===== src/rtl/mul_4x4_i8_rdr_pkg.sv =====
// Shared types, sizing and lane scaling for the 4x4 int8 multiplier result reader.
package mul_4x4_i8_rdr_pkg;

    localparam int unsigned MUL_LATENCY = 7;
    localparam int unsigned FIFO_DEPTH  = 4;
    localparam int unsigned RES_W       = 18;
    localparam int unsigned EXT_W       = RES_W + 1;
    localparam int unsigned PTR_W       = $clog2(FIFO_DEPTH);
    localparam int unsigned CNT_W       = $clog2(FIFO_DEPTH + 1);

    localparam logic signed [EXT_W-1:0] SAT_MAX_S = EXT_W'(127);
    localparam logic signed [EXT_W-1:0] SAT_MIN_S = EXT_W'(-128);

    typedef struct packed {
        logic       vld;
        logic       sgn;
        logic [3:0] shift;
    } tag_t;

    typedef struct packed {
        logic [3:0]  sat;
        logic [31:0] data;
    } entry_t;

    typedef struct packed {
        tag_t   [MUL_LATENCY-1:0] tags;
        entry_t [FIFO_DEPTH-1:0]  fifo;
        logic   [PTR_W:0]         wr_ptr;
        logic   [PTR_W:0]         rd_ptr;
        logic   [CNT_W-1:0]       reserved;
        logic                     ovf;
    } mul_4x4_i8_rdr_registers;

    localparam mul_4x4_i8_rdr_registers mul_4x4_i8_rdr_r_reset = '0;

    // Round half up, shift, clamp to 8 bits; returns {sat, q}.
    function automatic logic [8:0] lane_scale(input logic [RES_W-1:0] x, input logic sgn,
                                              input logic [3:0] shift);
        logic        [EXT_W-1:0] ext;
        logic        [EXT_W-1:0] rnd;
        logic        [EXT_W-1:0] uq;
        logic signed [EXT_W-1:0] sq;
        logic        [8:0]       res;
        ext = sgn ? {x[RES_W-1], x} : {1'b0, x};
        rnd = (shift != 4'd0) ? ext + (EXT_W'(1) << (shift - 4'd1)) : ext;
        sq  = $signed(rnd) >>> shift;
        uq  = rnd >> shift;
        if (sgn) begin
            if (sq > SAT_MAX_S)      res = {1'b1, 8'h7F};
            else if (sq < SAT_MIN_S) res = {1'b1, 8'h80};
            else                     res = {1'b0, sq[7:0]};
        end else begin
            if (uq > EXT_W'(255))    res = {1'b1, 8'hFF};
            else                     res = {1'b0, uq[7:0]};
        end
        return res;
    endfunction

endpackage


===== src/rtl/mul_4x4_i8_rdr.sv =====
// Result reader: tags in-flight issues, scales the four result lanes and buffers
// packed words in a credit-protected FIFO.
import mul_4x4_i8_rdr_pkg::*;

module mul_4x4_i8_rdr (
    input  logic             i_clk,
    input  logic             i_nrst,
    input  logic             i_issue,
    input  logic             i_signed,
    input  logic [3:0]       i_shift,
    output logic             o_issue_ready,
    input  logic [RES_W-1:0] i_res0,
    input  logic [RES_W-1:0] i_res1,
    input  logic [RES_W-1:0] i_res2,
    input  logic [RES_W-1:0] i_res3,
    output logic             o_valid,
    input  logic             i_ready,
    output logic [31:0]      o_data,
    output logic [3:0]       o_sat,
    output logic             o_ovf
);

    mul_4x4_i8_rdr_registers r, rin;

    tag_t             exit_tag;
    logic             accept;
    logic             pop;
    logic             push;
    logic             empty;
    logic             full;
    logic [PTR_W-1:0] wr_idx;
    logic [PTR_W-1:0] rd_idx;
    logic [8:0]       q0, q1, q2, q3;

    assign wr_idx   = r.wr_ptr[PTR_W-1:0];
    assign rd_idx   = r.rd_ptr[PTR_W-1:0];
    assign empty    = (r.wr_ptr == r.rd_ptr);
    assign full     = (r.wr_ptr[PTR_W] != r.rd_ptr[PTR_W]) && (wr_idx == rd_idx);
    assign accept   = i_issue & o_issue_ready;
    assign pop      = ~empty & i_ready;
    assign exit_tag = r.tags[MUL_LATENCY-1];
    assign push     = exit_tag.vld;

    assign q0 = lane_scale(i_res0, exit_tag.sgn, exit_tag.shift);
    assign q1 = lane_scale(i_res1, exit_tag.sgn, exit_tag.shift);
    assign q2 = lane_scale(i_res2, exit_tag.sgn, exit_tag.shift);
    assign q3 = lane_scale(i_res3, exit_tag.sgn, exit_tag.shift);

    // Next-state: tag pipe shift, FIFO push/pop, credit and sticky overflow update.
    always_comb begin
        rin = r;
        for (int i = MUL_LATENCY - 1; i > 0; i--) begin
            rin.tags[i] = r.tags[i-1];
        end
        rin.tags[0] = '{vld: accept, sgn: i_signed, shift: i_shift};
        if (push) begin
            rin.fifo[wr_idx] = '{sat:  {q3[8], q2[8], q1[8], q0[8]},
                                 data: {q3[7:0], q2[7:0], q1[7:0], q0[7:0]}};
            rin.wr_ptr = r.wr_ptr + (PTR_W+1)'(1);
        end
        if (pop) begin
            rin.rd_ptr = r.rd_ptr + (PTR_W+1)'(1);
        end
        rin.reserved = r.reserved + CNT_W'(accept) - CNT_W'(pop);
        if (i_issue && !o_issue_ready) begin
            rin.ovf = 1'b1;
        end
    end

    always_ff @(posedge i_clk) begin
        if (!i_nrst) r <= mul_4x4_i8_rdr_r_reset;
        else         r <= rin;
    end

    // Credits reserve a slot at issue time, so a push can never meet a full FIFO.
    push_never_full: assert property (@(posedge i_clk) disable iff (!i_nrst) !(push && full));

    assign o_issue_ready = (r.reserved < CNT_W'(FIFO_DEPTH));
    assign o_valid       = ~empty;
    assign o_data        = r.fifo[rd_idx].data;
    assign o_sat         = r.fifo[rd_idx].sat;
    assign o_ovf         = r.ovf;

endmodule


===== config.mk =====
export PLATFORM = sky130hd
export DESIGN_NAME = mul_4x4_i8_rdr
export DESIGN_NICKNAME = d
export VERILOG_FILES = /design/src/rtl/mul_4x4_i8_rdr_pkg.sv /design/src/rtl/mul_4x4_i8_rdr.sv
export SDC_FILE = /design/constraint.sdc
export NUM_CORES = 1
export LEC_CHECK = 0
export ABC_AREA = 1
export CORE_ASPECT_RATIO = 2
export CORE_UTILIZATION = 49
export DETAILED_ROUTE_END_ITERATION = 8
export GPL_ROUTABILITY_DRIVEN = 1
export HOLD_SLACK_MARGIN = 0.12
export PLACE_DENSITY_LB_ADDON = 0.1
export SLEW_MARGIN = 10
export SYNTH_ARGS = -nofsm -noshare
export SYNTH_HDL_FRONTEND = slang
export SYNTH_SLANG_ARGS = --single-unit

===== constraint.sdc =====
create_clock -name i_clk -period 5.5 [get_ports i_clk]
set_input_delay 0.55 -clock i_clk [delete_from_list [all_inputs] [get_ports i_clk]]
set_output_delay 0.55 -clock i_clk [all_outputs]
set_load 0.05 [all_outputs]

# After elaboration in Yosys (flattened, before gate mapping)
# Cells that the tools add are included.
op_classes:
  addsub: 9
  n_mul: 0
  n_div: 0
  order_cmp: 16
  n_eq_ne: 1
  shifts: 9
  n_mux: 29
  n_bitwise: 3
  reduce_logical: 4
ops:
  columns: ["operator", "count"]
  rows:
  - ["> comparator 19 x 8 -> 1 bit, second input constant", 8]
  - ["2-to-1 mux 19 bit", 8]
  - ["bitwise mux 144 bit", 1]
  - ["2-to-1 mux 9 bit", 16]
  - ["adder 19 bit", 4]
  - ["< comparator 19 x 8 -> 1 bit, second input constant", 4]
  - [">> shifter 19 x 4 -> 19 bit", 4]
  - [">>> shifter 19 x 4 -> 19 bit", 4]
  - ["binary-select mux 36 bit (select 2 bit)", 1]
  - ["demux 36 bit (select 2 bit)", 1]
  - ["2-to-1 mux 36 bit", 2]
  - ["<< shifter 1 x 4 -> 19 bit, first input constant", 1]
  - ["adder 3 x 1 -> 3 bit, second input constant", 2]
  - ["< comparator 2 x 3 -> 1 bit, second input constant", 2]
  - ["nonzero test 4 bit", 1]
  - ["subtractor 4 x 1 -> 4 bit, second input constant", 1]
  - ["adder 3 x 1 -> 3 bit", 1]
  - ["== test 3 bit", 1]
  - ["< comparator 3 bit, second input constant", 1]
  - ["subtractor 3 x 1 -> 3 bit", 1]
  - ["bitwise AND 1 bit", 2]
  - ["greater-or-equal comparator 2 x 1 -> 1 bit, second input constant", 1]
  - ["logical AND 1 bit", 2]
  - ["logical NOT 1 bit", 1]
  - ["inverter 1 bit", 1]
totals:
  register_bits: 196
  latch_bits: 0
  ramBits: 0
  rom_bits: 0
  input_bits: 81
  output_inout_bits: 39
  wordCells: 104
  mem_count: 0

# Depth between registers and ports, before layout
depth:
  ltp_word: 10
  mapped_depth: 36
  depth_no_buf: 34

# Worst setup path after synthesis
# OpenSTA, ideal clock, no wires.
synth_path:
  kind: "reg-to-reg"
  start: "register r, in the netlist exit_tag[3]"
  end: "register r[114] in the netlist's numbering"
  setup_time_ns: 0.120
  arrival_ns: 4.032
  required_time_ns: 5.380
  path_slack_ns: 1.348
  stages_incl_launch_ff: 26
  n_path_buf: 5
  path_cell_list: "dfxtp_1 -> buf_6 -> inv_4 -> buf_2 -> buf_1 -> clkbuf_1 -> clkbuf_1 -> nor2_1 -> ha_1 -> nand2_1 -> a2111oi_1 -> nand3_1 -> nand2_2 -> nand2_1 -> nand2_1 -> nand3_1 -> nand2_1 -> nand2_1 -> nand2_1 -> nand2_1 -> nor2_1 -> nand3_1 -> nand2_2 -> nand3_1 -> nand2_1 -> a21oi_1"
synth_via:
  elab_chain_cells: 10
  elab_cells_between_ends: 15
  classes_between: "add/sub (2); order compare (3); shift (3); mux (6); reduce/logical (1)"
synth_lines:
  columns: ["element", "line", "source"]
  rows:
  - ["start, declared", "mul_4x4_i8_rdr.sv:23", "mul_4x4_i8_rdr_registers r, rin;"]
  - ["start signal, assigned", "mul_4x4_i8_rdr.sv:71", "if (!i_nrst) r <= mul_4x4_i8_rdr_r_reset;"]
  - ["start signal, assigned", "mul_4x4_i8_rdr.sv:72", "else r <= rin;"]
  - ["subtractor 4 x 1 -> 4 bit", "mul_4x4_i8_rdr_pkg.sv:45", "rnd = (shift != 4'd0) ? ext + (EXT_W'(1) << (shift - 4'd1)) : ext;"]
  - ["<< shifter 1 x 4 -> 19 bit", "mul_4x4_i8_rdr_pkg.sv:45", null]
  - ["adder 19 bit", "mul_4x4_i8_rdr_pkg.sv:45", null]
  - ["2-to-1 mux 19 bit", "mul_4x4_i8_rdr_pkg.sv:45", null]
  - [">>> shifter 19 x 4 -> 19 bit", "mul_4x4_i8_rdr_pkg.sv:46", "sq = $signed(rnd) >>> shift;"]
  - ["< comparator 19 x 8 -> 1 bit", "mul_4x4_i8_rdr_pkg.sv:50", "else if (sq < SAT_MIN_S) res = {1'b1, 8'h80};"]
  - ["2-to-1 mux 9 bit", "mul_4x4_i8_rdr_pkg.sv:50", null]
  - ["2-to-1 mux 9 bit", "mul_4x4_i8_rdr_pkg.sv:49", "if (sq > SAT_MAX_S) res = {1'b1, 8'h7F};"]
  - ["2-to-1 mux 9 bit *", "mul_4x4_i8_rdr_pkg.sv:48", "if (sgn) begin"]
  - ["bitwise mux 144 bit *", "mul_4x4_i8_rdr.sv:57", "rin.fifo[wr_idx] = '{sat: {q3[8], q2[8], q1[8], q0[8]},"]
# Mark *: on every way between the ends. The rest lies on a longest branch, timed or not.
# A chain may end at the register's enable or synchronous reset.

# Final worst setup path
layout_path:
  start: "register r, in the netlist exit_tag[0]"
  end: "register r[61] in the netlist's numbering"
# The elaborated chain is that of the path after synthesis.

==> summary.md <==
| Metric | Value |
|---|---|
| Detailed placer's ending HPWL | `50.72 mm` |
| Core ar. | `37790 sq um` |
| Min-Delay Path Depth | `3` |
| Worst Tran Pin Value | `~1.3 ns` |
| CTS Hold Buffers Added | `0` |
| DRT Wirelength | `between 60 and 70 mm` |
| Area of the multi-input gates | `~13000 sq um` |
| Max stage delay on crit path | `around 0.66 ns` |
| Met3 WL | `around 2.6 mm` |
| # rows | `101` |
| Crit Reg-Reg Endpoint | `r[61]` |
| Most common flop cell mapped by yosys | `dfxtp_1` |
| Drt drc | `0` |
| Clock group share of total power | `0.342` |
| Final setup viols | `0` |
| Type of origin of the critical path | `flop` |
| PwrDens | `178.7 nW/um^2` |
| Rel. slew slack | `0.1575` |
| Clock Latency Late Sink | `approximately 0.45 ns` |
| Area grow syn2layout | `10.22%` |
| Metal2 WL | `roughly 33 mm` |
| Antenna-violating nets left | `0` |
| RSZ-0062 raised after global routing | `no` |
| Synth Cell Area | `approximately 19000 sq um` |
| Final Wtd Congestion | `about 1.0` |
| Net Switching | `around 1.3 mW` |
| Final Worst Setup Slack | `between 0.7 and 0.8 ns` |
| Port Buffers | `roughly 120` |
| Pre-CTS setup slack | `approximately 0.8 ns` |
| Fmax achieved | `between 200 and 250 MHz` |
| Postcts setup bufs | `0` |
| Clock buffer depth | `2` |
| Flop pwr share | `0.392` |
| Distinct cells, synth | `just over 60` |
| Sequential share of the synthesized area | `0.2091` |
| Critical Path Sink Type | `flop` |
| Post-Syn Area per Cell | `around 5.6 sq um` |
| Resized Gates After CTS | `0` |
| Number of synthesized flops with an enable pin | `0` |
| CP max FO | `27` |
| Ant diodes | `0` |
| Root buffer cell | `clkbuf_16` |
| Die ar. | `a little under 40000 sq um` |
| Worst hold path type | `in2reg` |
| R2R Path Start | `exit_tag[0]` |
| Fin crit period | `between 4 and 5 ns` |
| CTS tree | `built` |
| Final net count | `3520` |
| Slew Viols, Final | `0` |
| Clock net sink count | `196` |
| Via Count | `21.64k` |
| Critical path's slowest cell | `a2111oi_0` |
| Hold Path End | `r[2]` |
| Syn_nets | `around 3.5k` |
| Cell Chain, Critical Path | `buf_4 -> nand2_2 -> inv_1 -> nand2_1 -> nor2_1 -> buf_4 -> ha_1 -> nand2_1 -> a2111oi_0 -> nand2_1 -> nand2_2 -> nand3_1 -> nand3_1 -> nand2_1 -> nand2_1 -> a21oi_1 -> nor2_1 -> nand3_1 -> nor2_4 -> nand2_1 -> nand2_1 -> nand2_1 -> o21ai_1 -> inv_1` |
| # IOs | `120` |
| CP dominant cell by count | `nand2_1` |
| Share of layout cells above drive strength 1 | `0.06933` |
| Chip width | `140.4 microns` |
| H-tree levels | `4` |
| # fillers | `between 4k and 5k` |
| GR Overflow Total | `0` |
| Largest net degree at the start of global routing | `118` |
| Num CTS Buffers | `17` |
| Internal power | `2.390 mW` |
| Max_cap viols | `0` |
| Starting density of the core | `0.4966` |
| Hold_sp | `i_nrst` |
| Vias in the first global route | `20.25k` |
| Number of synthesized register bits | `196` |
| Async SR Flop Fraction | `0` |
| Initial DRC count | `about 1.5k` |
| Switching share of power | `0.3534` |
| Clock skew | `roughly 0.014 ns` |
| First-pass GRT wire length | `106.1 mm` |
| Gr usage total | `0.3395` |
| Drt pass-1 iters | `8` |
| Period utilization | `0.8665` |
| Via-per-instance ratio | `5.596` |
| Initial antenna violation count | `1` |
| Crit Path Class | `reg2reg` |
| Reg clk slew, reported paths | `0.08 ns` |
| Worst EP arrival | `about 5 ns` |
| Syn Inst Count | `~3.4k` |
| Die height | `278.7 microns` |
| Combinational power share | `0.265` |
| Sum of negative setup slack | `0 ns` |
| Lkg Pwr | `between 10 and 15 nW` |
| Register area | `between 3000 and 4000 sq um` |
| R2R setup slack | `roughly 0.73 ns` |
| Final Hold Fails | `0` |
| Yosys warns | `0` |
| Top Metal Used | `met5` |
| Critical Path RT | `between 5 and 6 ns` |
| Status | `finished, final reports clean` |
| Reg2reg path depth | `24` |
| WL met1 | `approximately 26 mm` |
| Peak supply drop | `around 0.17 mV` |
| WL/cell | `17.02 microns` |
==> synth_stat cells (4+ instances only) <==
cell type / number / area [sq um]
nand3_2: 30 / 300.3
o21ai_2: 5 / 43.79
or2_2: 5 / 31.28
buf_4: 12 / 90.09
buf_1: 21 / 78.83
nand3b_1: 7 / 52.55
nand2_1: 941 / 3532
xnor2_1: 7 / 61.31
buf_6: 5 / 56.30
nand3_1: 545 / 2728
a21boi_0: 5 / 37.54
nand2_2: 52 / 325.3
nor2_1: 452 / 1697
clkbuf_4: 4 / 30.03
o22ai_1: 37 / 231.5
nand2_4: 6 / 67.56
a21oi_1: 114 / 570.6
ha_1: 47 / 588.1
o211ai_1: 17 / 127.6
clkbuf_1: 82 / 307.8
nor2_2: 17 / 106.4
inv_2: 20 / 75.07
inv_1: 360 / 1351
buf_2: 38 / 190.2
dfxtp_1: 196 / 3924
o21bai_1: 5 / 37.54
nand4_1: 48 / 300.3
o21ai_1: 18 / 90.09
xor2_1: 14 / 122.6
o21ai_0: 192 / 960.9
nor3_1: 16 / 80.08
==> metrics by stage <==
stage	cell area [sq um]	hold WS [ns]	total power, mW	std cells	util
floorplan	18760	0.3905	2.123	3377	-
global placement	20060	0.3921	2.454	3835	0.5310
detailed placement	20060	0.3977	2.458	3835	0.5310
CTS	20680	0.3918	3.718	3867	0.5473
global route	20680	0.3830	3.875	3867	0.5473
finish	20680	0.3955	3.696	3867	0.5473
==> metal layers <==
| metal | track usage | vias up |
|---|---|---|
| li1 | - | 10960 |
| met5 | 0 | - |
| met2 | 0.6121 | 710 |
| met1 | 0.3895 | 9804 |
| met3 | 0.02350 | 166 |
| met4 | 0.2012 | 2 |
==> power groups by stage <==
stage,Sequential (mW),Combinational [mW],Clock (mW)
after global routing,1.45,1.07,1.35
after detailed placement,1.48,0.974,0
after CTS,1.45,0.978,1.29
after floorplan,1.49,0.636,0
final,1.45,0.981,1.27
after global placement,1.48,0.971,0
==> worst max path at each step <==
stage	depth (start not counted)	slack, ns	startpoint	endpoint
2_1_floorplan	25	1.35	exit_tag[3]	r[114]
3_3_place_gp	24	0.78	exit_tag[0]	r[61]
3_5_place_dp	24	0.80	exit_tag[0]	r[25]
4_1_cts	24	0.76	exit_tag[0]	r[133]
5_1_grt	28	0.26	exit_tag[0]	r[61]
6_report	24	0.73	exit_tag[0]	r[61]
==> logic make-up (layout without fill, tap and decap cells) <==
group / count (synthesis) / in the layout / share of synthesized area
adders and majority gates: 48 / 48 / 0.03241
buffers and inverters: 550 / 577 / 0.1205
xor gates and xnor gates: 21 / 21 / 0.009802
DFF: 196 / 196 / 0.2091
AOI/OAI and AO/OA: 418 / 418 / 0.1226
muxes: 3 / 3 / 0.001600
and+or+nand+nor: 2141 / 2141 / 0.5040
==> layout make-up <==
cell class	instances	area share
multi-input combinational	2631	0.6085
sequential	196	0.1902
timing repair buffer	163	0.07393
inverter	382	0.06951
tap	463	0.02801
clock buffer	18	0.02124
clock inverter	14	0.008591
==> registers in the layout, indices dropped and copies added, names as in the netlist <==
register	cells
push	1
exit_tag	5
r	189
o_ovf	1
==> worst max-delay path, delay by kind of cell, from the launching register on <==
kind                     cells  cell delay, ns
AO/OA/AOI/OAI                3            0.92
adder cells (fa/ha/maj)      1            0.22
AND/OR/NAND/NOR             16            2.23
flip-flops                   1            0.53
buffers and inverters        4            0.77
==> cell usage in the layout (no fill, tap or decap), drive strengths merged, types with 4 or more instances in the layout <==
master	Yosys	routed
a21oi	117	117
o311ai	4	4
clkdlybuf4s50	0	118
or2	7	7
o22ai	37	37
o211ai	17	17
nand3b	11	11
xnor2	7	7
o21ai	215	215
clkbuf	89	18
ha	47	47
buf	76	45
nand2	999	999
xor2	14	14
dfxtp	196	196
nand4	50	50
nor2	473	473
nor3	17	17
nand3	575	575
a21boi	6	6
o21bai	5	5
clkinv	1	10
inv	381	386
No activity file was read; power rests on OpenSTA's default activity.
